[config.mk]
export PLATFORM = sky130hd
export DESIGN_NAME = rx_os_substate_tracker
export DESIGN_NICKNAME = d
export VERILOG_FILES = /design/src/rtl/rx_os_substate_tracker.sv
export SDC_FILE = /design/constraint.sdc
export NUM_CORES = 1
export LEC_CHECK = 0
export BUFFER_PORTS_ARGS = -buffer_cell sky130_fd_sc_hd__buf_2
export CORE_UTILIZATION = 53
export CTS_CLUSTER_SIZE = 12
export DETAILED_ROUTE_END_ITERATION = 7
export GPL_TIMING_DRIVEN = 0
export PLACE_DENSITY = 0.89
export SKIP_CTS_REPAIR_TIMING = 1
export SKIP_LAST_GASP = 1
export SYNTH_ARGS = -nofsm -noshare
export SYNTH_HDL_FRONTEND = slang
export SYNTH_SLANG_ARGS = --single-unit
export TNS_END_PERCENT = 10
[constraint.sdc]
create_clock -name clk -period 5.1 [get_ports clk]
set_input_delay 0.51 -clock clk [delete_from_list [all_inputs] [get_ports clk]]
set_output_delay 0.51 -clock clk [all_outputs]
set_load 0.05 [all_outputs]
[src/rtl/rx_os_substate_tracker.sv]
// Rx LTSSM substate engine: counts consecutive TS1/TS2 per substate, flags exit via finishRx/gotoRx.
// Optional substate timeout compiled in with RX_SUBSTATE_TIMEOUT_EN.
module rx_os_substate_tracker #(
  parameter int POLL_ACTIVE_TARGET = 8,
  parameter int POLL_CFG_TARGET    = 8,
  parameter int LW_START_TARGET    = 2,
  parameter int TMO_24MS           = 24000000,
  parameter int TMO_48MS           = 48000000,
  parameter logic [7:0] PAD_SYM    = 8'hF7
) (
  input  logic       clk,
  input  logic       reset,
  input  logic [3:0] substateRx,
  input  logic       osValid,
  input  logic [1:0] osType,
  input  logic [7:0] osLinkNum,
  input  logic [7:0] osLaneNum,
  output logic       finishRx,
  output logic [3:0] gotoRx,
  output logic [7:0] linkNumberOutRx,
  output logic       writeLinkNumberRx,
  output logic [3:0] osCount
);
  localparam logic [3:0] DETECT_QUIET = 4'd0;
  localparam logic [3:0] POLL_ACTIVE  = 4'd2;
  localparam logic [3:0] POLL_CFG     = 4'd3;
  localparam logic [3:0] LW_START     = 4'd4;
  localparam logic [3:0] LW_ACCEPT    = 4'd5;

  typedef enum logic [1:0] {S_IDLE, S_COUNT, S_DONE} state_t;
  state_t state, nextState;

  logic [3:0] prevSub, count, nextCount, nextGoto, target, targetGoto;
  logic [7:0] capLink, nextCapLink, nextLinkOut;
  logic       nextFinish, nextWrite;
  logic       subChange, handled, isTs1, isTs2, lwForm, match, runStart, runDone;
`ifdef RX_SUBSTATE_TIMEOUT_EN
  logic [25:0] timer, nextTimer, tmoLimit;
  logic        timeout;
`endif

  assign osCount = count;

  // Per-substate match rule, target count and exit substate
  always_comb begin
    subChange  = (substateRx != prevSub);
    handled    = (substateRx == POLL_ACTIVE) || (substateRx == POLL_CFG) || (substateRx == LW_START);
    isTs1      = (osType == 2'd1);
    isTs2      = (osType == 2'd2);
    lwForm     = isTs1 && (osLinkNum != PAD_SYM) && (osLaneNum == PAD_SYM);
    match      = 1'b0;
    runStart   = 1'b0;
    target     = 4'd15;
    targetGoto = DETECT_QUIET;
    case (substateRx)
      POLL_ACTIVE: begin
        match      = isTs1 || isTs2;
        target     = 4'(POLL_ACTIVE_TARGET);
        targetGoto = POLL_CFG;
      end
      POLL_CFG: begin
        match      = isTs2;
        target     = 4'(POLL_CFG_TARGET);
        targetGoto = LW_START;
      end
      LW_START: begin
        match      = lwForm && ((count == 4'd0) || (osLinkNum == capLink));
        runStart   = lwForm;
        target     = 4'(LW_START_TARGET);
        targetGoto = LW_ACCEPT;
      end
      default: ;
    endcase
  end

  always_comb begin
    nextState   = state;
    nextCount   = count;
    nextCapLink = capLink;
    nextFinish  = finishRx;
    nextGoto    = gotoRx;
    nextWrite   = 1'b0;
    nextLinkOut = linkNumberOutRx;
    runDone     = 1'b0;
`ifdef RX_SUBSTATE_TIMEOUT_EN
    nextTimer   = timer;
    tmoLimit    = (substateRx == POLL_CFG) ? 26'(TMO_48MS) : 26'(TMO_24MS);
    timeout     = (timer >= tmoLimit - 26'd1);
`endif
    if (subChange) begin
      // Strobes in the change cycle are dropped on purpose
      nextState  = handled ? S_COUNT : S_IDLE;
      nextCount  = 4'd0;
      nextFinish = 1'b0;
`ifdef RX_SUBSTATE_TIMEOUT_EN
      nextTimer  = 26'd0;
`endif
    end else if (state == S_COUNT) begin
`ifdef RX_SUBSTATE_TIMEOUT_EN
      if (timer != '1) nextTimer = timer + 26'd1;
`endif
      if (osValid) begin
        if (match) begin
          if (count != 4'd15) nextCount = count + 4'd1;
          if (count == 4'd0) nextCapLink = osLinkNum;
        end else if (runStart) begin
          nextCount   = 4'd1;
          nextCapLink = osLinkNum;
        end else begin
          nextCount = 4'd0;
        end
        runDone = (match || runStart) && (nextCount >= target);
      end
      // Count completion takes priority over a coincident timeout
      if (runDone) begin
        nextState  = S_DONE;
        nextFinish = 1'b1;
        nextGoto   = targetGoto;
        if (substateRx == LW_START) begin
          nextWrite   = 1'b1;
          nextLinkOut = nextCapLink;
        end
      end
`ifdef RX_SUBSTATE_TIMEOUT_EN
      else if (timeout) begin
        nextState  = S_DONE;
        nextFinish = 1'b1;
        nextGoto   = DETECT_QUIET;
      end
`endif
    end
  end

  always_ff @(posedge clk) begin
    if (reset) begin
      state             <= S_IDLE;
      prevSub           <= DETECT_QUIET;
      count             <= 4'd0;
      capLink           <= 8'd0;
      finishRx          <= 1'b0;
      gotoRx            <= DETECT_QUIET;
      linkNumberOutRx   <= 8'd0;
      writeLinkNumberRx <= 1'b0;
`ifdef RX_SUBSTATE_TIMEOUT_EN
      timer             <= 26'd0;
`endif
    end else begin
      state             <= nextState;
      prevSub           <= substateRx;
      count             <= nextCount;
      capLink           <= nextCapLink;
      finishRx          <= nextFinish;
      gotoRx            <= nextGoto;
      linkNumberOutRx   <= nextLinkOut;
      writeLinkNumberRx <= nextWrite;
`ifdef RX_SUBSTATE_TIMEOUT_EN
      timer             <= nextTimer;
`endif
    end
  end
endmodule
==> flow_metrics.tcl, run 1 <==
set metrics [dict create \
    status "completed" \
    layout_commonest_cell "buf_2" \
    final_cells 301 \
    end_kind "flop" \
    grt_use_met3_pct 6.71 \
    fin_ws_ns 0.889 \
    syn_inst 209 \
    fp.dieH_um 59.8 \
    path_max_fanout 10 \
    synthFlopType "dfxtp_1" \
    crit_arrival_ns 4.48 \
    critPathSlowestCell "a41oi_1" \
    vias 1646 \
    drt_iter0_markers 73 \
    r2r_cells 14 \
    async_reset_ff_share_pct 0 \
    drt_wl_total_um 3910 \
    final_cell_mix "41 x buf_2, 31 x dfxtp_1, 21 x nand2_1" \
    antenna_found_initial 0 \
    cts_buffers 5 \
    reg2reg_from "osCount[0]$_SDFFE_PP0P_" \
    area_growth_pct 17.9 \
    crit_start "substateRx[0]" \
    gr-usage-met2_pct 39.2 \
    ir_drop_uv 165 \
    dieWidth_um 59.8 \
    r2r_end "linkNumberOutRx[6]$_SDFFE_PP0P_" \
    first_pass_iters 7 \
    setup_viol 0 \
    fillers 283 \
    cts_root_buf "clkbuf_4" \
    dp_slack_ns 0.507 \
    crit_path_end "linkNumberOutRx[6]$_SDFFE_PP0P_" \
    clock_skew_ns 0.00310 \
    ys_warn_count 0 \
    ys_ff_latch 31 \
    nets 290 \
    syn_area_per_cell_um2 8.48 \
    io_buffers 41 \
    clock_latency_ns 0.34 \
    coreArea_um2 3100 \
    hp-class "in2reg" \
    grt_pass1_vias 1483 \
    grt_pass1_wl_um 6370 \
    h-tree-depth 2 \
    synth-edff-count 0 \
    die_area_um2 3580 \
    start_util_pct 57.1 \
    grt.busiest_layer "met2" \
    num_antenna_cells 0 \
    worstSetupStartpointType "input port" \
    grt_usage_pct 24.0 \
    cp_num_cells 14 \
    drv_cap 0 \
    timing.final.crit_share_pct 82.6 \
    syn-num-nets 242 \
    worstPathRequired_ns 5.37 \
    power.density_nw_per_um2 209 \
    cp_num_buf_inv 1 \
    cp_common_cell "nand2_1" \
    max_stage_delay_ns 0.68 \
    synth_cell_types 52 \
    num_rows 20 \
    crit_type "in2reg" \
    period_minus_slack_ns 4.21 \
    worst-r2r-setup-slack_ns 1.48 \
    fmax_mhz 237 \
    syn-cell-area_um2 1770 \
    dp_cells 294 \
    gp_congestion 0.878 \
    worstPathCellList "buf_2 -> or4b_4 -> or4_4 -> o21ai_4 -> nand2_1 -> nor2_1 -> a21oi_1 -> ha_1 -> nand2b_1 -> a2111oi_0 -> nor3_1 -> a41oi_1 -> nand2_1 -> o21ai_1" \
    dp_hpwl_um 2960 \
    drive_above_1_share_pct 23.0 \
    use_met1_pct 30.1 \
    rsz0062_at_grt "no" \
    hold_viol 0 \
    clock-sinks 31 \
    wl_per_cell_um 13.0 \
    drc 0 \
    grt.overflow.total 0 \
    viasPerCell 5.47 \
    yosysSeqAreaShare_pct 35.0 \
    slew_violations 0 \
    clock_path_buffers 2 \
    io-pin-count 43 \
    tritoncts "built" \
    clk_pin_slew_ns 0.09 \
    max_slew.worst_pin.slew_ns 0.757 \
    tns_ns 0 \
    leakagePower_nw 0.880 \
    grt_max_degree 11 \
    ant_nets 0 \
    relSlewSlack_pct 48.9 \
    critPathTopFamily "simple AND/OR/NAND/NOR gates" \
]
how the worst min path moves through the flow:
stage | from | depth (start not counted) | endpoint | slack [ns]
6_report | substateRx[1] | 2 | prevSub[1]$_SDFF_PP0_ | 0.44
5_1_grt | substateRx[2] | 2 | prevSub[2]$_SDFF_PP0_ | 0.45
4_1_cts | substateRx[1] | 2 | prevSub[1]$_SDFF_PP0_ | 0.45
3_5_place_dp | linkNumberOutRx[2]$_SDFFE_PP0P_ | 2 | linkNumberOutRx[2]$_SDFFE_PP0P_ | 0.44
3_3_place_gp | linkNumberOutRx[0]$_SDFFE_PP0P_ | 2 | linkNumberOutRx[0]$_SDFFE_PP0P_ | 0.43
2_1_floorplan | state[1]$_SDFFE_PP0P_ | 2 | state[1]$_SDFFE_PP0P_ | 0.43
layout make-up:
| type | instances | area [um^2] | share of cell area [%] |
|---|---|---|---|
| Buffer | 7 | 37.5 | 1.80 |
| Clock buffer | 6 | 51.3 | 2.46 |
| Clock inverter | 1 | 5.00 | 0.240 |
| Inverter | 15 | 56.3 | 2.70 |
| Multi-Input combinational cell | 156 | 1060 | 50.6 |
| Sequential cell | 31 | 621 | 29.7 |
| Tap cell | 44 | 55.1 | 2.64 |
| Timing Repair Buffer | 41 | 205 | 9.83 |
state kept, by name, summed over array words and instances (netlist names):
| register | flops |
|---|---|
| state | 2 |
| linkNumberOutRx | 8 |
| osCount | 4 |
| prevSub | 4 |
| capLink | 8 |
| finishRx | 1 |
| gotoRx | 3 |
| writeLinkNumberRx | 1 |
metal layers:
metal | share of wire (%) | up-vias
met5 | 0 | -
met4 | 1.4 | 0
met2 | 48 | 43
li1 | - | 843
met1 | 46 | 754
met3 | 5.2 | 6
report_power, final:
group | leakage [nW] | internal [mW] | switching (mW)
sequential | 0.251 | 0.244 | 0.000918
clock | 0.0341 | 0.0637 | 0.0826
combinational | 0.595 | 0.0197 | 0.0256
total | 0.880 | 0.327 | 0.109
per-stage QoR:
step | power [mW] | hold slack, ns | cell area, um^2 | util [%]
global placement | 0.294 | 0.431 | 2030 | 65.5
global route | 0.457 | 0.450 | 2090 | 67.3
detailed placement | 0.295 | 0.437 | 2030 | 65.5
finish | 0.436 | 0.435 | 2090 | 67.3
CTS | 0.436 | 0.446 | 2090 | 67.3
floorplan | 0.276 | 0.431 | 1770 | -
logic make-up (layout without fill, tap and decap cells):
family,count (synthesis),in the layout,synth area share (%)
other cells,1,1,0.212
xor+xnor,13,13,6.43
mux,8,8,4.59
buf+inv,22,70,5.30
simple gates,78,78,23.7
fa+ha+maj,8,8,5.65
compound gates,48,48,19.1
flops,31,31,35.0
synth_stat cells (2+ instances only):
library cell	instances	area (um^2)
a211oi_1	2	15.0
a21o_1	2	15.0
a21oi_1	7	35.0
a221oi_1	7	61.3
a31oi_1	2	12.5
and2_1	2	12.5
and3_1	2	12.5
clkbuf_1	4	15.0
dfxtp_1	31	621
ha_1	8	100
inv_1	15	56.3
mux2i_1	7	70.1
nand2_1	21	78.8
nand2b_1	5	31.3
nand3_1	5	25.0
nand3b_1	3	22.5
nand4_1	4	25.0
nor2_1	17	63.8
nor2b_1	4	25.0
nor3_1	3	15.0
nor3b_1	2	15.0
o211ai_1	2	15.0
o21ai_1	8	40.0
o22ai_1	7	43.8
xnor2_1	9	78.8
xor2_1	4	35.0
No activity file was read; power rests on OpenSTA's default activity.
==> run 2: changes to the inputs <==
Settings changed: ABC_AREA set to 1, CORE_UTILIZATION 53 to 50, PLACE_DENSITY 0.89 to 0.86.
Clock period 5.1 ns to 3.6 ns, I/O delays scaled along.
==> flow_metrics.tcl, run 2 <==
set metrics [dict create \
    status "completed" \
    die_area_um2 4830 \
    tns_ns 0 \
    grt_pass1_wl_um 9240 \
    path_max_fanout 10 \
    power.density_nw_per_um2 270 \
    synth.most_common_cell "nand2_1" \
    rsz0062_at_grt "no" \
    final_cell_mix "106 x nand2_1, 68 x inv_1, 43 x nand3_1" \
    ir_drop_uv 118 \
    grt_usage_pct 23.6 \
    reg.largest.list "capLink: 8 flops, linkNumberOutRx: 8 flops" \
    num_rows 24 \
    max_slew.worst_pin.slew_ns 0.546 \
    tritoncts "built" \
    synth_mux_area_share_pct 1.48 \
    relSlewSlack_pct 63.6 \
    h-tree-depth 2 \
    slew_violations 0 \
    first_pass_iters 4 \
    drv_cap 0 \
    final_area_um2 2630 \
    end_kind "flop" \
    leakagePower_nw 1.50 \
    syn_inst 373 \
    wl_per_cell_um 11.4 \
    fmax_mhz 331 \
    yosysSeqAreaShare_pct 27.3 \
    syn-cell-area_um2 2280 \
    clock-sinks 31 \
    clock_latency_ns 0.29 \
    io_buffers 40 \
    synth_compound_area_share_pct 8.03 \
    clk_pin_slew_ns 0.07 \
    coreArea_um2 4350 \
    fp.dieH_um 69.5 \
    synth_commonest_cells "106 x nand2_1, 68 x inv_1, 43 x nand3_1, 38 x nor2_1, 31 x dfxtp_1" \
    layout_commonest_cell "nand2_1" \
    syn_area_per_cell_um2 6.10 \
    yosys.area_share.simple_pct 41.2 \
    grt.overflow.total 0 \
    critPathSlowestCell "dfxtp_1" \
    postPlaceCellArea_um2 2540 \
    period_minus_slack_ns 3.02 \
    antenna_found_initial 0 \
    cts_buffers 5 \
    setup_viol 0 \
    grt_pass1_vias 2192 \
    synth-xor-area-share_pct 3.85 \
    synth_top_family_by_area "simple AND/OR/NAND/NOR gates" \
    io-pin-count 43 \
    async_reset_ff_share_pct 0 \
    drc 0 \
    grt_max_degree 11 \
    worstPathRequired_ns 3.79 \
    gp_congestion 0.882 \
    clock_skew_ns 0.00729 \
    synth-edff-count 0 \
    worstSetupStartpointType "flop" \
    timing.final.crit_share_pct 83.9 \
    netlist.area_leader.share_pct 27.3 \
    vias 2395 \
    hp-class "in2reg" \
    max_stage_delay_ns 0.43 \
    hold_viol 0 \
    ys_warn_count 0 \
    critPathTopFamily "simple AND/OR/NAND/NOR gates" \
    syn-num-nets 406 \
    synthFlopType "dfxtp_1" \
    nets 453 \
    crit_arrival_ns 3.20 \
    start_util_pct 52.3 \
    num_antenna_cells 0 \
    yosys-top-cells-area "dfxtp_1 27%, nand2_1 17%, inv_1 11%" \
    dieWidth_um 69.5 \
    cts_root_buf "clkbuf_8" \
    drt_iter0_markers 137 \
    crit_type "reg2reg" \
    synth_cell_types 32 \
    dp_hpwl_um 4030 \
    drive_above_1_share_pct 17.1 \
    ys_ff_latch 31 \
    ant_nets 0 \
    cp_num_buf_inv 5 \
    synthAdderAreaFrac_pct 4.40 \
    synth.largest_area_cell "dfxtp_1" \
    viasPerCell 5.06 \
    clock_path_buffers 2 \
    drt_wl_total_um 5370 \
    worstPathCellList "inv_1 -> ha_1 -> nand2_1 -> nand2_1 -> nand2_4 -> nand2_2 -> nand2_1 -> inv_1 -> ha_1 -> inv_1 -> nor2_1 -> o211ai_1 -> nand3_1 -> nand2_1 -> inv_1 -> nand4_4 -> buf_6 -> nor2_1 -> nor2_1" \
    area_growth_pct 15.3 \
]
## run 2: cell families (layout without fill, tap and decap cells)
group / Yosys count / in the layout
XOR/XNOR: 10 / 10
multiplexers: 3 / 3
AO/OA/AOI/OAI: 33 / 33
buffers and inverters: 79 / 127
flip-flops: 31 / 31
other: 1 / 1
adder cells (fa/ha/maj): 8 / 8
AND/OR/NAND/NOR: 208 / 208
## run 2: power breakdown
part	total [mW]	internal (mW)	switching, mW
Clock	0.271	0.132	0.139
Combinational	0.0881	0.0323	0.0558
Sequential	0.349	0.347	0.00236
## run 2: path summary, 6_finish.rpt
path / slack (ns) / cells after the start / from / to
max reg2reg: 0.58 / 19 / osCount[0]$_SDFFE_PP0P_ / linkNumberOutRx[5]$_SDFFE_PP0P_
max: 0.58 / 19 / osCount[0]$_SDFFE_PP0P_ / linkNumberOutRx[5]$_SDFFE_PP0P_
min reg2reg: 0.46 / 2 / finishRx$_SDFFE_PP0P_ / finishRx$_SDFFE_PP0P_
min: 0.32 / 3 / substateRx[3] / prevSub[3]$_SDFF_PP0_
## run 2: routing by layer
metal  share of wire [%]  vias to the layer above  routed length [um]  track usage, %
li1                    -                     1248                   -               -
met1                  43                     1036                2320            30.0
met5                   0                        -                   0               0
met3                 8.0                       14                 432            4.65
met2                  47                       97                2500            36.8
met4                 2.1                        0                 115            14.5
## run 2: final cells by class
type / count / area [um^2]
clock buffer: 5 / 68.8
clock inverter: 3 / 15.0
fill: 404 / 1730
sequential: 31 / 621
inverter: 72 / 270
tap: 52 / 65.1
multi-input combinational: 263 / 1350
buffer: 7 / 40.0
timing repair buffer: 40 / 200
## run 2: stage by stage
step | setup slack (ns) | power, mW | hold WS (ns) | util [%] | cells
final | 0.581 | 0.708 | 0.321 | 60.3 | 473
after global routing | 0.265 | 0.739 | 0.338 | 60.3 | 473
after CTS | 0.594 | 0.709 | 0.321 | 60.3 | 473
after detailed placement | 0.472 | 0.444 | 0.452 | 58.4 | 465
after global placement | 0.544 | 0.442 | 0.435 | 58.4 | 465
after floorplan | 0.689 | 0.411 | 0.455 | - | 373
## run 2: worst register-to-register path: cells and delay by family, from the launching register on
family          cells  cell delay, ns
simple gates       11            1.37
compound gates      1            0.09
fa+ha+maj           2            0.48
flops               1            0.43
buf+inv             5            0.55
